==> src/rtl/uart_pkg.sv <==
// Shared UART definitions: frame defaults, per-bit tick count and serializer state encoding.
package uart_pkg;

    localparam int unsigned DBIT_DEF      = 8;
    localparam int unsigned SB_TICK_DEF   = 16;
    localparam int unsigned TICKS_PER_BIT = 16;

    typedef enum logic [1:0] {
        IDLE  = 2'd0,
        START = 2'd1,
        DATA  = 2'd2,
        STOP  = 2'd3
    } tx_state_e;

endpackage

==> src/rtl/uart_tx_fifo.sv <==
// Synchronous transmit FIFO; pointers carry one wrap bit so full/empty come from MSB comparison.
module uart_tx_fifo #(
    parameter int unsigned DW = 8,
    parameter int unsigned AW = 4
) (
    input  logic          clk,
    input  logic          rst,
    input  logic          push_i,
    input  logic          pop_i,
    input  logic [DW-1:0] wdata_i,
    output logic [DW-1:0] rdata_o,
    output logic          full_o,
    output logic          empty_o
);

    logic [AW:0]   wptr_q, wptr_d;
    logic [AW:0]   rptr_q, rptr_d;
    logic [DW-1:0] mem_q [0:(1<<AW)-1];
    logic          do_push;
    logic          do_pop;

    // A push while full is dropped even if a pop frees a slot in the same cycle.
    assign do_push = push_i && !full_o;
    assign do_pop  = pop_i && !empty_o;

    always_comb begin
        wptr_d = wptr_q;
        rptr_d = rptr_q;
        if (do_push) wptr_d = wptr_q + (AW+1)'(1);
        if (do_pop)  rptr_d = rptr_q + (AW+1)'(1);
    end

    always_ff @(posedge clk or posedge rst) begin
        if (rst) begin
            wptr_q <= '0;
            rptr_q <= '0;
        end else begin
            wptr_q <= wptr_d;
            rptr_q <= rptr_d;
        end
    end

    always_ff @(posedge clk) begin
        if (do_push) mem_q[wptr_q[AW-1:0]] <= wdata_i;
    end

    assign empty_o = (wptr_q == rptr_q);
    assign full_o  = (wptr_q[AW] != rptr_q[AW]) && (wptr_q[AW-1:0] == rptr_q[AW-1:0]);
    assign rdata_o = mem_q[rptr_q[AW-1:0]];

endmodule

==> src/rtl/uart_tx_buffered.sv <==
// Buffered UART transmitter: FIFO-fed 8N1 serializer paced by the 16x oversampling tick.
module uart_tx_buffered
    import uart_pkg::*;
#(
    parameter int unsigned DBIT    = DBIT_DEF,
    parameter int unsigned SB_TICK = SB_TICK_DEF,
    parameter int unsigned ADDR_W  = 4
) (
    input  logic            clk,
    input  logic            uart_reset,
    input  logic            tick,
    input  logic            writeFlag,
    input  logic [DBIT-1:0] dataToSend,
    output logic            txFull,
    output logic            txEmpty,
    output logic            txBusy,
    output logic            uart_tx_done,
    output logic            tx
);

    localparam int unsigned NW = (DBIT > 1) ? $clog2(DBIT) : 1;

    tx_state_e       state_q, state_d;
    logic [4:0]      s_q, s_d;
    logic [NW-1:0]   n_q, n_d;
    logic [DBIT-1:0] shift_q, shift_d;
    logic            tx_q, tx_d;
    logic            done_q, done_d;
    logic            pop;
    logic [DBIT-1:0] head;

    uart_tx_fifo #(
        .DW(DBIT),
        .AW(ADDR_W)
    ) u_fifo (
        .clk     (clk),
        .rst     (uart_reset),
        .push_i  (writeFlag),
        .pop_i   (pop),
        .wdata_i (dataToSend),
        .rdata_o (head),
        .full_o  (txFull),
        .empty_o (txEmpty)
    );

    always_comb begin
        state_d = state_q;
        s_d     = s_q;
        n_d     = n_q;
        shift_d = shift_q;
        done_d  = 1'b0;
        pop     = 1'b0;
        case (state_q)
            IDLE: begin
                if (!txEmpty) begin
                    shift_d = head;
                    pop     = 1'b1;
                    s_d     = '0;
                    state_d = START;
                end
            end
            START: begin
                if (tick) begin
                    if (s_q == 5'(TICKS_PER_BIT - 1)) begin
                        s_d     = '0;
                        n_d     = '0;
                        state_d = DATA;
                    end else begin
                        s_d = s_q + 5'd1;
                    end
                end
            end
            DATA: begin
                if (tick) begin
                    if (s_q == 5'(TICKS_PER_BIT - 1)) begin
                        s_d     = '0;
                        shift_d = shift_q >> 1;
                        if (n_q == NW'(DBIT - 1)) state_d = STOP;
                        else                      n_d     = n_q + NW'(1);
                    end else begin
                        s_d = s_q + 5'd1;
                    end
                end
            end
            STOP: begin
                if (tick) begin
                    if (s_q == 5'(SB_TICK - 1)) begin
                        done_d  = 1'b1;
                        state_d = IDLE;
                    end else begin
                        s_d = s_q + 5'd1;
                    end
                end
            end
            default: state_d = IDLE;
        endcase

        // tx is registered from the next state so the line changes on the same edge as the state.
        tx_d = 1'b1;
        case (state_d)
            START:   tx_d = 1'b0;
            DATA:    tx_d = shift_d[0];
            default: tx_d = 1'b1;
        endcase
    end

    always_ff @(posedge clk or posedge uart_reset) begin
        if (uart_reset) begin
            state_q <= IDLE;
            s_q     <= '0;
            n_q     <= '0;
            shift_q <= '0;
            tx_q    <= 1'b1;
            done_q  <= 1'b0;
        end else begin
            state_q <= state_d;
            s_q     <= s_d;
            n_q     <= n_d;
            shift_q <= shift_d;
            tx_q    <= tx_d;
            done_q  <= done_d;
        end
    end

    assign txBusy       = (state_q != IDLE);
    assign uart_tx_done = done_q;
    assign tx           = tx_q;

endmodule

==> config.mk <==
export PLATFORM = sky130hd
export DESIGN_NAME = uart_tx_buffered
export DESIGN_NICKNAME = d
export VERILOG_FILES = /design/src/rtl/uart_pkg.sv /design/src/rtl/uart_tx_fifo.sv /design/src/rtl/uart_tx_buffered.sv
export SDC_FILE = /design/constraint.sdc
export NUM_CORES = 1
export LEC_CHECK = 0
export ABC_AREA = 0
export CELL_PAD_IN_SITES_DETAIL_PLACEMENT = 1
export CELL_PAD_IN_SITES_GLOBAL_PLACEMENT = 2
export CORE_MARGIN = 4
export CORE_UTILIZATION = 43
export CTS_CLUSTER_DIAMETER = 120
export DETAILED_ROUTE_END_ITERATION = 6
export PLACE_DENSITY = 0.84
export REMOVE_ABC_BUFFERS = 1
export SLEW_MARGIN = 15
export SYNTH_ARGS = -nofsm -noshare
export SYNTH_HDL_FRONTEND = slang
export SYNTH_SLANG_ARGS = --single-unit
==> constraint.sdc <==
create_clock -name clk -period 2.35 [get_ports clk]
set_clock_uncertainty 0.05 [all_clocks]
set_input_delay 0.5875 -clock clk [delete_from_list [all_inputs] [get_ports clk]]
set_output_delay 0.5875 -clock clk [all_outputs]
set_load 0.02 [all_outputs]
-- Yosys cells after proc, flatten, opt, wreduce, memory -nomap -nowiden
Memory sizes are Yosys's and may differ from the RTL's.
Index checks and enable logic that the tools add are counted.
- add/sub/neg operators: 4
- equal/unequal tests: 19
- multiplexer cells: 33
- reduce and logical (&&, ||, !) cells: 13
- operators by type and width (cell ; count):
    two-way mux 5 bit ; 5
    two-way mux 8 bit ; 3
    two-way mux 2 bit ; 8
    != test 2 bit, second input constant ; 8
    one-hot mux 8 bit (2 select lines) ; 1
    adder 5 x 1 -> 5 bit, second input constant ; 3
    two-way mux 3 bit ; 5
    one-hot mux 5 bit (3 select lines) ; 1
    one-hot mux 2 bit (4 select lines) ; 1
    AND reduction 4 bit ; 2
    two-way mux 1 bit ; 7
    equality test 2 bit, second input constant ; 3
    one-hot mux 3 bit (2 select lines) ; 1
    AND reduction 6 bit ; 1
    nonzero test 2 bit ; 3
    equality test 5 x 4 -> 1 bit, second input constant ; 1
    equality test 5 bit ; 1
    equality test 2 x 1 -> 1 bit, second input constant ; 2
    equality test 4 bit ; 1
    adder 3 x 1 -> 3 bit, second input constant ; 1
    equality test 3 bit, second input constant ; 1
    logical AND 1 bit ; 3
    logical NOT 1 bit ; 2
    logical NOT 2 bit ; 1
    other kinds (4) ; 4
- bits in registers: 30
- bits in writable memories: 128
- input port bits: 12
- output and inout port bits: 5
- logic and storage cells: 79
- memories: 1
- memories (name ; words ; bits a word ; rd ports ; clocked after memory_dff ; wr ports ; line ; RTL):
    u_fifo.mem_q ; 16 ; 8 ; 1 ; 0 ; 1 ; uart_tx_fifo.sv:18 ; logic [DW-1:0] mem_q [0:(1<<AW)-1];

-- Depth between registers and ports, before layout
- depth in word-level cells: 7
- mapped depth: 9

-- Hierarchy
Synthesis repeated with hierarchy kept, for this count alone.
- cells, all modules: 399
- area total of the unflattened synthesis: 6796.5 um^2
- modules (own cells, without submodules) (module ; instances ; cells an instance ; area an instance (um^2) ; seq. area each (um^2)):
    uart_tx_fifo ; 1 ; 279 ; 5600.4 ; 4093.9
    uart_tx_buffered ; 1 ; 120 ; 1196.1 ; 501.7

-- Worst setup path before layout
Ideal clock, no wire load.
- path type: register to register
- start: register u_fifo.rptr_q[1]
- end: memory u_fifo.mem_q[3][0], enable pin
- library setup time: 0.383 ns
- data arrival time: 1.992 ns
- path slack: -0.075 ns
- stages on the path, launching flop included: 8
- clock period less this slack: 2.425 ns
- cell sequence: dfrtp_1 clkbuf_8 xor2_1 nor4_4 a21boi_0 clkbuf_1 nand2_1 nor3_1
- cells in the longest elaborated chain, start to end: 6
- RTL lines (item ; line ; RTL):
    start: declaration ; uart_tx_fifo.sv:17 ; logic [AW:0] rptr_q, rptr_d;
    start signal: assignment ; uart_tx_fifo.sv:39 ; rptr_q <= rptr_d;
    equality test 4 bit ; uart_tx_fifo.sv:48 ; assign full_o = (wptr_q[AW] != rptr_q[AW]) && (wptr_q[AW-1:0] == rptr_q[AW-1:0]);
    logical AND 1 bit ; uart_tx_fifo.sv:48 ;
    logical NOT 1 bit ; uart_tx_fifo.sv:23 ; assign do_push = push_i && !full_o;
    logical AND 1 bit ; uart_tx_fifo.sv:23 ;
    two-way mux 1 bit ; uart_tx_fifo.sv:44 ; if (do_push) mem_q[wptr_q[AW-1:0]] <= wdata_i;
    two-way mux 1 bit (implied by the code) ; uart_tx_fifo.sv:44 ;
    end: declaration ; uart_tx_fifo.sv:18 ;
No other way between the ends.

-- Worst setup path in the final report
- start: register u_fifo.rptr_q[1]
- end: output txEmpty
- cells in the longest elaborated chain, start to end: 1
- RTL lines (item ; line ; RTL):
    equality test 5 bit ; uart_tx_fifo.sv:47 ; assign empty_o = (wptr_q == rptr_q);
    end: declaration ; uart_tx_buffered.sv:15 ; output logic txEmpty,
No other way between the ends.

==> flow_metrics.env <==
export IMPL_status="finished with violations"
export IMPL_failed_checks="negative setup slack"
export IMPL_r2r_start="u_fifo.rptr_q[0]"
export IMPL_cts_max_level=4
export IMPL_p_int_uw=6720
export IMPL_cap_violations=0
export IMPL_cts_buffers=17
export IMPL_p_switching_uw=3190
export IMPL_power_frac_comb_pct=35.2
export IMPL_fin_crit_sh_pct=103
export IMPL_avgRoutedWirePerCell_um=22.0
export IMPL_coreArea_mm2=0.0154
export IMPL_hold_viol=0
export IMPL_fp_dieH_um=134
export IMPL_grt_overflow=0
export IMPL_cts_tree="yes"
export IMPL_crit_buf_inv=3
export IMPL_crit_fanout=2
export IMPL_area_growth_pct=22.1
export IMPL_clk_pin_slew_ns=0.07
export IMPL_routed_wl_mm=14.8
export IMPL_ys_types=50
export IMPL_critical_path_depth=6
export IMPL_globalRouteTotalUtil_pct=17.4
export IMPL_synthFlopType="edfxtp_1"
export IMPL_initial_core_util_pct=44.4
export IMPL_synthArstFlopShare_pct=19.0
export IMPL_grt_max_degree=36
export IMPL_fin_hold_ws_ns=0.466
export IMPL_period_needed_ns=2.41
export IMPL_clkSinkCount=158
export IMPL_regArea_mm2=0.00460
export IMPL_die_x_um=134
export IMPL_rsz0062_at_grt="yes"
export IMPL_grt_pass1_wl_mm=23.1
export IMPL_drt_iter0_markers=247
export IMPL_startpoint_type="register"
export IMPL_antenna_found_initial=0
export IMPL_ctsRootBufferMaster="clkbuf_16"
export IMPL_firstDrtPassIters=4
export IMPL_r2r_setup_slack_ns=0.07
export IMPL_critical_path_max_stage_delay_ns=0.42
export IMPL_fmax_mhz=414
export IMPL_gp_congestion=0.734
export IMPL_pwr_share_seq_pct=37.3
export IMPL_ant_nets=0
export IMPL_path_class="reg -> out"
export IMPL_via_per_inst=5.47
export IMPL_end_kind="primary output"
export IMPL_ys_seq_area_share_pct=67.3
export IMPL_rr_worst_depth=6
export IMPL_fill_cells=1406
export IMPL_dp_hpwl_mm=9.63
export IMPL_io_buffers=16
export IMPL_setup_viol=2
export IMPL_ys_ff_latch=158
export IMPL_ios=17
export IMPL_hold_class="reg -> reg"
export IMPL_setup_slack_ns=-0.0635
export IMPL_synth_edf_count=128
export IMPL_arrival_ns=1.78
export IMPL_cts_buffer_depth=2
export IMPL_crit_chain="xor2_2 > nor4_4 > buf_4 > nand2_4 > inv_4 > buf_6"
export IMPL_fin_setup_tns_ns=-0.0891
export IMPL_p_clk_share_pct=27.5
export IMPL_final_nets=474
export IMPL_drive_gt1_share_pct=27.7
export IMPL_critPathSlowestCell="dfrtp_1"
export IMPL_clkLatencyLatePin_ns=0.43
export IMPL_yosys_warnings=0
export IMPL_power_leakage_uw=0.00306
export IMPL_diodes=0
export IMPL_cts_hold_buf=0
export IMPL_grt_pass1_vias=4018
export IMPL_crit_start="u_fifo.rptr_q[1]"
export IMPL_slew_viol_final=0
export IMPL_ir_drop_uv=600
export IMPL_tightestPinTransition_ns=0.559
export IMPL_drc=0
export IMPL_multi_input_area_mm2=0.00209
export IMPL_postSynthAreaPerCell_um2=17.8
export IMPL_p_sw_share_pct=32.2
export IMPL_via_count=3663
export IMPL_rows=45
export IMPL_syn_inst=383
export IMPL_cp_endpoint="txEmpty"
export IMPL_cp_top_family="flip-flops"
export IMPL_rr_endpoint="shift_q[6]"
export IMPL_worst_ep_required_time_ns=1.71
export IMPL_slew_headroom_pct=62.6
export IMPL_syn_cell_area_mm2=0.00683
export IMPL_die_area_mm2=0.0180
export IMPL_powerDensity_mw_per_mm2=1190
[metal layers]
| metal | track usage (%) | up-vias | wire length, µm |
|---|---|---|---|
| met4 | 5.14 | 0 | 134 |
| met3 | 4.16 | 8 | 542 |
| met5 | 0 | - | 0 |
| met1 | 21.9 | 1933 | 6210 |
| met2 | 30.0 | 72 | 7860 |
| li1 | - | 1650 | - |
[how the worst min path moves through the flow]
| stage | from | end | slack (ns) | cells past startpoint |
|---|---|---|---|---|
| 3_3_place_gp | s_q[0] | s_q[0] | 0.44 | 1 |
| 6_report | s_q[0] | s_q[0] | 0.47 | 1 |
| 4_1_cts | s_q[0] | s_q[0] | 0.47 | 1 |
| 3_5_place_dp | s_q[0] | s_q[0] | 0.46 | 1 |
| 5_1_grt | u_fifo.wptr_q[4] | u_fifo.wptr_q[4] | 0.51 | 1 |
| 2_1_floorplan | s_q[0] | s_q[0] | 0.43 | 1 |
[power by group through the flow]
stage | sequential (µW) | combinational [µW] | clock, µW
global route | 3740 | 3780 | 2950
finish | 3700 | 3490 | 2730
floorplan | 3930 | 1800 | 0
detailed placement | 3730 | 3260 | 0
CTS | 3680 | 3320 | 2800
global placement | 3690 | 3140 | 0
[cell type report]
type,count,share of cell area (%)
well taps,211,3.17
clock buffers,17,5.11
clock inverters,15,2.03
flip-flops and latches,158,55.2
inverters,11,0.526
multi-input cells,195,25.1
repair buffers,63,8.89
[Yosys cell counts, drive strengths merged, types with 2 or more instances]
| master | n | area (µm²) |
|---|---|---|
| nor3 | 3 | 15.0 |
| inv | 11 | 41.3 |
| xnor2 | 7 | 61.3 |
| mux4 | 39 | 927 |
| o2bb2ai | 2 | 17.5 |
| nor2b | 3 | 18.8 |
| a22oi | 6 | 50.1 |
| nand4 | 3 | 18.8 |
| edfxtp | 128 | 3840 |
| a21o | 4 | 30.0 |
| o21ai | 9 | 45.0 |
| nor2 | 11 | 41.3 |
| xor2 | 7 | 61.3 |
| mux2i | 5 | 50.1 |
| clkbuf | 11 | 72.6 |
| nand2b | 2 | 12.5 |
| buf | 8 | 75.1 |
| a31oi | 3 | 18.8 |
| nand2 | 18 | 67.6 |
| nand3 | 7 | 35.0 |
| a22o | 5 | 43.8 |
| mux2 | 3 | 33.8 |
| ha | 16 | 200 |
| and2 | 2 | 12.5 |
| dfrtp | 29 | 726 |
| and3 | 18 | 114 |
| a21oi | 10 | 53.8 |
[registers in the layout (all words and copies together) (netlist names)]
name	flops
tx	1
u_fifo.wptr_q	5
u_fifo.mem_q	128
uart_tx_done	1
u_fifo.rptr_q	5
s_q	5
n_q	3
state_q	2
shift_q	8
[repair_timing]
| item | CTS | global route |
|---|---|---|
| setup endpoints to repair | 3 | 13 |
| resized for setup | 11 | 17 |
| gates cloned | 0 | 3 |
| buffers inserted | 2 | 3 |
| hold endpoints to repair | 0 | 0 |
| pin swaps | 1 | 2 |
[through the flow]
| step | area [µm²] | power [µW] | setup WS (ns) | util [%] | std cells |
|---|---|---|---|---|---|
| 2_1_floorplan | 6680 | 5730 | -1.57 | - | 364 |
| 3_3_place_gp | 7600 | 6830 | -0.0777 | 49.4 | 630 |
| 3_5_place_dp | 7600 | 6990 | -0.126 | 49.4 | 630 |
| 4_1_cts | 8200 | 9790 | -0.144 | 53.3 | 664 |
| 5_1_grt | 8330 | 10500 | -0.146 | 54.2 | 670 |
| 6_report | 8330 | 9920 | -0.0635 | 54.2 | 670 |
[logic make-up after synthesis]
family / count (synthesis) / share of synthesized area (%)
AO/OA/AOI/OAI: 48 / 4.93
XOR/XNOR: 14 / 1.80
adder cells (fa/ha/maj): 16 / 2.93
buffers and inverters: 30 / 2.77
flip-flops: 158 / 67.3
AND/OR/NAND/NOR: 70 / 5.43
multiplexers: 47 / 14.8
[cell usage in the layout, fill, tap and decap left out, types with 4 or more instances in the layout]
cell,instances
edfxtp_1,128
dfrtp_1,28
buf_4,28
mux4_2,26
clkbuf_16,18
and3_1,17
nand2_1,16
ha_1,16
buf_12,15
mux4_1,13
clkdlybuf4s50_1,13
nor2_1,11
inv_1,10
o21ai_0,9
a21oi_1,9
xnor2_1,7
nand3_1,7
inv_6,7
mux2i_1,5
a22o_1,5
a22oi_1,5
xor2_2,4
a21o_1,4
Note: power is estimated with default switching activity, not from simulation.
